===== config.mk =====
export PLATFORM = sky130hd
export DESIGN_NAME = fetch_unit
export DESIGN_NICKNAME = d
export VERILOG_FILES = /design/src/rtl/fetch_pkg.sv /design/src/rtl/pc_reg.sv /design/src/rtl/fetch_unit.sv
export SDC_FILE = /design/constraint.sdc
export NUM_CORES = 1
export LEC_CHECK = 0
export CORE_MARGIN = 2
export CORE_UTILIZATION = 39
export CTS_CLUSTER_DIAMETER = 40
export DETAILED_ROUTE_END_ITERATION = 7
export PLACE_DENSITY = 0.79
export SYNTH_ARGS = -nofsm -noshare
export SYNTH_HDL_FRONTEND = slang
export SYNTH_HIERARCHICAL = 1
export SYNTH_SLANG_ARGS = --single-unit

===== constraint.sdc =====
create_clock -name clk -period 2 [get_ports clk]
set_input_delay 0.6 -clock clk [delete_from_list [all_inputs] [get_ports clk]]
set_output_delay 0.6 -clock clk [all_outputs]
set_load 0.02 [all_outputs]

===== src/rtl/fetch_pkg.sv =====
// Shared types and default sizing for the instruction fetch stage.
package fetch_pkg;

  localparam int FETCH_ADDR_W      = 8;
  localparam int FETCH_DATA_W      = 8;
  localparam int FETCH_RESET_PC    = 0;
  localparam int FETCH_TIMEOUT_CYC = 16;

  typedef enum logic [1:0] {
    IDLE = 2'd0,
    REQ  = 2'd1,
    DONE = 2'd2
  } fetch_state_t;

endpackage


===== src/rtl/pc_reg.sv =====
// Program counter: asynchronous reset, parallel load, increment with natural wrap.
module pc_reg #(
  parameter int ADDR_W   = 8,
  parameter int RESET_PC = 0
) (
  input  logic              clk,
  input  logic              rst,
  input  logic              load,
  input  logic              inc,
  input  logic [ADDR_W-1:0] d,
  output logic [ADDR_W-1:0] q
);

  always_ff @(posedge clk or posedge rst) begin
    if (rst)       q <= ADDR_W'(RESET_PC);
    else if (load) q <= d;
    else if (inc)  q <= q + ADDR_W'(1);
  end

endmodule


===== src/rtl/fetch_unit.sv =====
// Instruction fetch stage: PC load, one-byte req/ready read, instruction latch.
// Optional wait-state abort is enabled by defining FETCH_TIMEOUT_EN.
module fetch_unit
  import fetch_pkg::*;
#(
  parameter int ADDR_W   = FETCH_ADDR_W,
  parameter int DATA_W   = FETCH_DATA_W,
  parameter int RESET_PC = FETCH_RESET_PC
`ifdef FETCH_TIMEOUT_EN
  , parameter int TIMEOUT_CYC = FETCH_TIMEOUT_CYC
`endif
) (
  input  logic              clk,
  input  logic              rst,
  input  logic [ADDR_W-1:0] addr_in,
  input  logic              load,
  input  logic              start,
  output logic [ADDR_W-1:0] mem_addr,
  output logic              mem_req,
  input  logic              mem_ready,
  input  logic [DATA_W-1:0] mem_data,
  output logic [DATA_W-1:0] instr,
  output logic              instr_valid,
  output logic [ADDR_W-1:0] pc,
  output logic              busy,
  output logic              err
);

  fetch_state_t state, next_state;
  logic         pc_load;
  logic         pc_inc;
  logic         instr_en;

  pc_reg #(
    .ADDR_W   (ADDR_W),
    .RESET_PC (RESET_PC)
  ) u_pc (
    .clk  (clk),
    .rst  (rst),
    .load (pc_load),
    .inc  (pc_inc),
    .d    (addr_in),
    .q    (pc)
  );

`ifdef FETCH_TIMEOUT_EN
  localparam int CNT_W = $clog2(TIMEOUT_CYC + 1);

  logic [CNT_W-1:0] wait_cnt;
  logic             abort;

  // Abort on the cycle that would be the TIMEOUT_CYC-th consecutive wait state.
  assign abort = (state == REQ) && !mem_ready && (wait_cnt == CNT_W'(TIMEOUT_CYC - 1));

  always_ff @(posedge clk or posedge rst) begin
    if (rst)                 wait_cnt <= '0;
    else if (state != REQ)   wait_cnt <= '0;
    else if (!mem_ready)     wait_cnt <= wait_cnt + CNT_W'(1);
  end

  always_ff @(posedge clk or posedge rst) begin
    if (rst) err <= 1'b0;
    else     err <= abort;
  end
`else
  assign err = 1'b0;
`endif

  always_ff @(posedge clk or posedge rst) begin
    if (rst) state <= IDLE;
    else     state <= next_state;
  end

  always_comb begin
    next_state = state;
    pc_load    = 1'b0;
    pc_inc     = 1'b0;
    instr_en   = 1'b0;
    case (state)
      IDLE: begin
        // Loading on the same edge as the start makes the fetch use addr_in.
        pc_load = load;
        if (start) next_state = REQ;
      end
      REQ: begin
        if (mem_ready) begin
          instr_en   = 1'b1;
          pc_inc     = 1'b1;
          next_state = DONE;
        end
`ifdef FETCH_TIMEOUT_EN
        else if (abort) begin
          next_state = IDLE;
        end
`endif
      end
      DONE:    next_state = IDLE;
      default: next_state = IDLE;
    endcase
  end

  always_ff @(posedge clk or posedge rst) begin
    if (rst)           instr <= '0;
    else if (instr_en) instr <= mem_data;
  end

  assign mem_addr    = pc;
  assign mem_req     = (state == REQ);
  assign instr_valid = (state == DONE);
  assign busy        = (state != IDLE);

endmodule

==> results of run 1 <==
flip-flops by register name (all words and copies together) (netlist names):
register  cells
u_pc/q        8
instr         8
state         2
per-stage QoR:
| step | power, W | hold slack [ps] |
|---|---|---|
| detailed placement | 0.00194 | 492 |
| finish | 0.00208 | 501 |
| CTS | 0.00211 | 510 |
| floorplan | 0.00141 | 416 |
| global route | 0.00221 | 538 |
| global placement | 0.00191 | 481 |
how the worst max path moves through the flow:
stage,start,endpoint,slack (ps)
after floorplan,state[1],u_pc/q[1],380
after CTS,u_pc/q[4],pc[4],3
after global routing,u_pc/q[6],pc[6],10
final,u_pc/q[6],mem_addr[6],80
after global placement,mem_ready,u_pc/q[7],3
after detailed placement,mem_ready,u_pc/q[7],-20
cell type report:
cell class | instances | area (um^2)
fill | 210 | 935
timing repair buffer | 53 | 524
sequential | 18 | 452
multi-input combinational | 56 | 414
tap | 30 | 37.5
clock buffer | 4 | 36.3
inverter | 3 | 11.3
layer usage:
layer	track usage [%]	vias to the layer above
met3	3.61	0
met2	29.5	39
li1	-	388
met1	18.0	365
met5	0	-
met4	5.98	0
cells in the mapped netlist:
cell type | n | area share [%]
mux2i_1 | 1 | 1.0
nand2b_1 | 2 | 1.3
a21oi_1 | 1 | 0.52
xor2_1 | 3 | 2.7
conb_1 | 1 | 0.39
xnor2_1 | 1 | 0.91
and2b_2 | 1 | 0.91
clkbuf_1 | 2 | 0.78
nand4_1 | 3 | 1.9
inv_1 | 3 | 1.2
nor2_1 | 1 | 0.39
nand2_1 | 9 | 3.5
and3b_1 | 1 | 0.91
and3b_2 | 1 | 1.0
nand3_1 | 5 | 2.6
mux2_4 | 8 | 12
dfrtp_1 | 18 | 47
o21ai_0 | 6 | 3.1
o21ai_1 | 2 | 1.0
or4_1 | 3 | 2.3
ha_1 | 1 | 1.3
or2_2 | 1 | 0.65
nand4_2 | 1 | 1.3
buf_6 | 1 | 1.2
nor2b_1 | 4 | 2.6
buf_4 | 9 | 7.0
buf_2 | 1 | 0.52
cell usage in the layout, fill, tap and decap left out, types with 2 or more instances in the layout:
master and n:
o21ai_0 6, nand3_1 5, nor2b_1 4, nand4_1 3, o21ai_1 2, mux2_4 8, buf_4 5, clkdlybuf4s50_1 32
dlygate4sd2_1 9, nand2b_1 2, or4_1 3, dfrtp_1 17, xor2_1 3, inv_1 3, clkbuf_4 3, nand2_1 9
dlymetal6s2s_1 5
power by group through the flow:
stage / registers [W] / clock network [W] / logic [W]
3_3_place_gp: 0.000712 / 0 / 0.00120
4_1_cts: 0.000720 / 0.000226 / 0.00116
5_1_grt: 0.000743 / 0.000245 / 0.00123
6_report: 0.000715 / 0.000219 / 0.00114
3_5_place_dp: 0.000720 / 0 / 0.00122
2_1_floorplan: 0.000874 / 0 / 0.000540
cells by family (layout without fill, tap and decap cells):
kind of cell,count (synthesis),after routing,share of synthesized area (%)
DFF,18,18,46.6
and+or+nand+nor,32,32,19.4
muxes,9,9,13.5
xor gates and xnor gates,4,4,3.62
AOI/OAI and AO/OA,9,9,4.66
buffers and inverters,16,60,10.6
other,1,1,0.388
adders and majority gates,1,1,1.29
timing repair:
item / in CTS / in global routing
resized for setup: 11 / 7
setup endpoints to repair: 11 / 6
gates cloned: 0 / 0
==> impl_metrics.json, run 1 <==
{
  "cts_buffer_depth": 2,
  "grt_use_total_pct": 16.1,
  "syn_nets": 112,
  "p_per_area_nw_per_um2": 1410,
  "drt_iter0_markers": 6,
  "die_w_um": 53.8,
  "fin_crit_sh_pct": 96.2,
  "grt_overflow_total": 0,
  "grt_pass1_wl_mm": 3.38,
  "cp_data_arrival_time_ps": 1320,
  "clkTransAtPathRegs_ps": 100,
  "fin_tns_setup_ps": 0,
  "drt_first_pass_iters": 4,
  "hp-class": "reg -> reg",
  "vias": 792,
  "syn_area_per_cell_um2": 10.7,
  "grt_pass1_vias": 794,
  "cts_tree": "done",
  "drv_cap": 0,
  "chipHeight_um": 53.8,
  "grt_max_degree": 11,
  "hold_viol": 0,
  "ys_warn_count": 6,
  "cp.depth": 1,
  "rr_worst_depth": 6,
  "hp-start": "state[1]",
  "topRoutingLayerUsed": "met3",
  "p_clk_share_pct": 10.5,
  "switching_power_w": 0.000839,
  "post_cts_buffers": 0,
  "cts_buffers": 3,
  "cp_cell_sequence": "clkdlybuf4s50_1",
  "syn_area_um2": 967,
  "finalCriticalPeriod_ps": 1920,
  "diodes": 0,
  "stdcell_area_um2": 1480,
  "postCtsHoldBufs": 0,
  "ctsRootBufferMaster": "clkbuf_4",
  "cp-start-kind": "flop",
  "clock_latency_ps": 280,
  "nets": 157,
  "drc_errors": 0,
  "p_comb_share_pct": 55.0,
  "antenna_left": 0,
  "p_sw_share_pct": 40.4,
  "yosysSeqAreaShare_pct": 46.6,
  "die_area_um2": 2890,
  "finalWirelength_mm": 2.09,
  "cp_num_buf_inv": 1,
  "maxSlewViolCount": 0,
  "area_growth_pct": 52.5,
  "via_per_inst": 4.83,
  "dp_slack_ps": -18.5,
  "seqPwrFrac_pct": 34.4,
  "antenna_found_initial": 0,
  "wl_per_cell_um": 12.8,
  "skew_ps": 3.61,
  "r2r_end": "u_pc/q[5]",
  "clock.fmax_mhz": 520,
  "cts_htree_levels": 1,
  "cts.sinks": 18,
  "wl_met1_um": 798,
  "holdPathStages": 1,
  "crit_path_end_kind": "primary output",
  "initial_core_util_pct": 40.1,
  "hpwlAfterDp_mm": 1.70,
  "setup_violations": 0,
  "crit_required_ps": 1400,
  "met2WireLength_mm": 1.08,
  "status": "finished clean",
  "crit_slowest_cell": "clkdlybuf4s50_1",
  "critPathMaxFanout": 5,
  "layout_setup_ws_ps": 75.7,
  "globalplace.congestion": 0.735,
  "synth.distinct_cells": 27,
  "synth-seq-cells": 18,
  "boundaryPins": 49,
  "port_buffers": 47,
  "core-area_um2": 2410,
  "fp-row-count": 18,
  "holdPathEnd": "state[0]",
  "power_leakage_nw": 0.712,
  "max_stage_delay_ps": 630,
  "ir_drop_uv": 926,
  "critPathKind": "reg -> out",
  "timing.rr.start": "state[0]",
  "crit_family": "buffers and inverters",
  "placed_area_um2": 1440,
  "fin_util_pct": 61.2,
  "routed-wl-met3_um": 212,
  "ff2ff_setup_slack_ps": 400,
  "finalNonFillerCells": 164,
  "netlist_instances": 90,
  "rsz0062_at_grt": "no",
  "p_int_w": 0.00124,
  "placedCellCount": 160,
  "drive_gt1_share_pct": 17.9
}
Note: power is estimated with default switching activity, not from simulation.
==> run 2: changes to the inputs <==
- CORE_UTILIZATION: 39 -> 42
- PLACE_DENSITY: 0.79 -> 0.84
- clock period: 2 -> 2.25 ns (I/O delays scaled with it)
==> run 2 against run 1 <==
Cell area is 3.1% lower. Register-to-register slack better by 210 ps. Sequential share of layout area is 0.88 points higher. First-iteration DRC count is 17% higher. Total power is 11% lower. Via count is 0.13% lower. Global-route usage is 2.8 points higher. Sequential power is 10% lower. Hold slack better by 13 ps. Critical path depth stayed put.
==> impl_metrics.json, run 2 (same netlist as run 1, synthesis figures left out) <==
{
  "status": "finished clean",
  "p_comb_share_pct": 57.4,
  "crit_required_ps": 1570,
  "fin_util_pct": 65.3,
  "drive_gt1_share_pct": 13.8,
  "fin_hold_ws_ps": 514,
  "port_buffers": 47,
  "hold_viol": 0,
  "maxSlewViolCount": 0,
  "fp-row-count": 17,
  "placedCellCount": 155,
  "grt_max_degree": 11,
  "initial_core_util_pct": 44.1,
  "seqPwrFrac_pct": 34.5,
  "critPathMaxFanout": 7,
  "finalNonFillerCells": 158,
  "clock.fmax_mhz": 475,
  "clkTransAtPathRegs_ps": 90,
  "postCtsHoldBufs": 0,
  "hp-class": "reg -> reg",
  "finalCriticalPeriod_ps": 2110,
  "layout_common_cells": "clkdlybuf4s50_1, dfrtp_1, nand2_1",
  "drc_errors": 0,
  "nFillCells": 171,
  "globalplace.congestion": 0.859,
  "crit_slowest_cell": "clkdlybuf4s50_1",
  "die_area_um2": 2700,
  "boundaryPins": 49,
  "placed_area_um2": 1400,
  "switching_power_w": 0.000752,
  "grt_pass1_vias": 816,
  "cp-start-kind": "flop",
  "cts_htree_levels": 1,
  "drt_first_pass_iters": 4,
  "max_stage_delay_ps": 660,
  "cts_buffers": 3,
  "cp_data_arrival_time_ps": 1430,
  "die_w_um": 52.0,
  "fin_crit_sh_pct": 93.7,
  "antenna_left": 0,
  "antenna_found_initial": 0,
  "ctsRootBufferMaster": "clkbuf_4",
  "cp-startpoint": "u_pc/q[2]",
  "grt_pass1_wl_mm": 3.67,
  "area_growth_pct": 47.9,
  "cp_num_buf_inv": 1,
  "power_leakage_nw": 0.640,
  "cts_tree": "done",
  "grt_use_total_pct": 18.9,
  "chipHeight_um": 52.0,
  "vias": 791,
  "skew_ps": 1.15,
  "hpwlAfterDp_mm": 1.72,
  "via_per_inst": 5.01,
  "p_int_w": 0.00110,
  "hp-start": "state[1]",
  "diodes": 0,
  "setup_violations": 0,
  "finalWirelength_mm": 2.21,
  "crit_path_end_kind": "primary output",
  "critPathKind": "reg -> out",
  "wl_per_cell_um": 14.0,
  "p_per_area_nw_per_um2": 1300,
  "cts_buffer_depth": 2,
  "stdcell_area_um2": 1430,
  "ir_drop_uv": 791,
  "fin_tns_setup_ps": 0,
  "crit_family": "buffers and inverters",
  "final_common_cell": "clkdlybuf4s50_1",
  "drt_iter0_markers": 7,
  "top_regs": "instr x8, u_pc/q x8, state x2",
  "grt_overflow_total": 0,
  "clock_latency_ps": 280,
  "p_clk_share_pct": 8.1,
  "rsz0062_at_grt": "no",
  "core-area_um2": 2190,
  "nets": 154,
  "timing.rr.start": "state[0]",
  "p_sw_share_pct": 40.5,
  "cts.sinks": 18,
  "cp_cell_sequence": "clkdlybuf4s50_1",
  "drv_cap": 0
}
[run 2: cell count changes in the layout (fill, tap and decap cells not counted)]
cell / previous run / this run
clkdlybuf4s50_1: 32 / 44
dlygate4sd2_1: 9 / 1
dlymetal6s2s_1: 5 / 2
buf_4: 5 / 3
buf_12: 1 / 0
clkbuf_2: 1 / 0
clkbuf_8: 1 / 0
dfrtp_1: 17 / 18
dfrtp_2: 1 / 0
[run 2: what timing repair did]
action / in CTS / in global routing
buffers inserted: 0 / 0
resized for setup: 1 / 2
setup endpoints to repair: 1 / 2
[run 2: area by class of cell]
| cell class | count | area [um^2] | share of cell area [%] |
|---|---|---|---|
| clock buffer | 3 | 22.5 | 1.57 |
| inverter | 3 | 11.3 | 0.787 |
| multi-input combinational | 56 | 414 | 29.0 |
| tap | 28 | 35.0 | 2.45 |
| sequential | 18 | 450 | 31.5 |
| timing repair buffer | 50 | 497 | 34.7 |
[run 2: through the flow]
stage	worst slack, ps	total power, W
after global placement	159	0.00168
after CTS	37.7	0.00187
after global routing	47.9	0.00197
after detailed placement	127	0.00172
after floorplan	610	0.00126
final	143	0.00186
[run 2: path summary, 6_finish.rpt]
kind                       slack, ps           to  cells after the start
max in group asynchronous       1340     instr[5]                      2
min in group asynchronous        660    u_pc/q[4]                      2
hold / removal                   510     state[0]                      1
setup reg to reg                 610    u_pc/q[5]                      6
hold reg to reg                  510     state[0]                      1
setup / recovery                 140  mem_addr[2]                      1
[run 2: routing by layer]
layer	routed length (um)	global-route usage [%]	up-vias
met5	0	0	-
met4	13	8.33	0
met3	193	6.90	2
met2	1180	33.5	40
met1	824	19.7	371
li1	-	-	378
[run 2: power groups by stage]
stage,logic [W],registers [W],clock network [W]
finish,0.00107,0.000641,0.000150
detailed placement,0.00108,0.000638,0
global placement,0.00105,0.000629,0
global route,0.00113,0.000669,0.000173
floorplan,0.000480,0.000776,0
CTS,0.00108,0.000641,0.000156
==> run 3: changes to the inputs <==
- TNS_END_PERCENT: not set -> 20
==> results of run 3 <==
Final layout, timing and power as in run 2 (identical DEF).
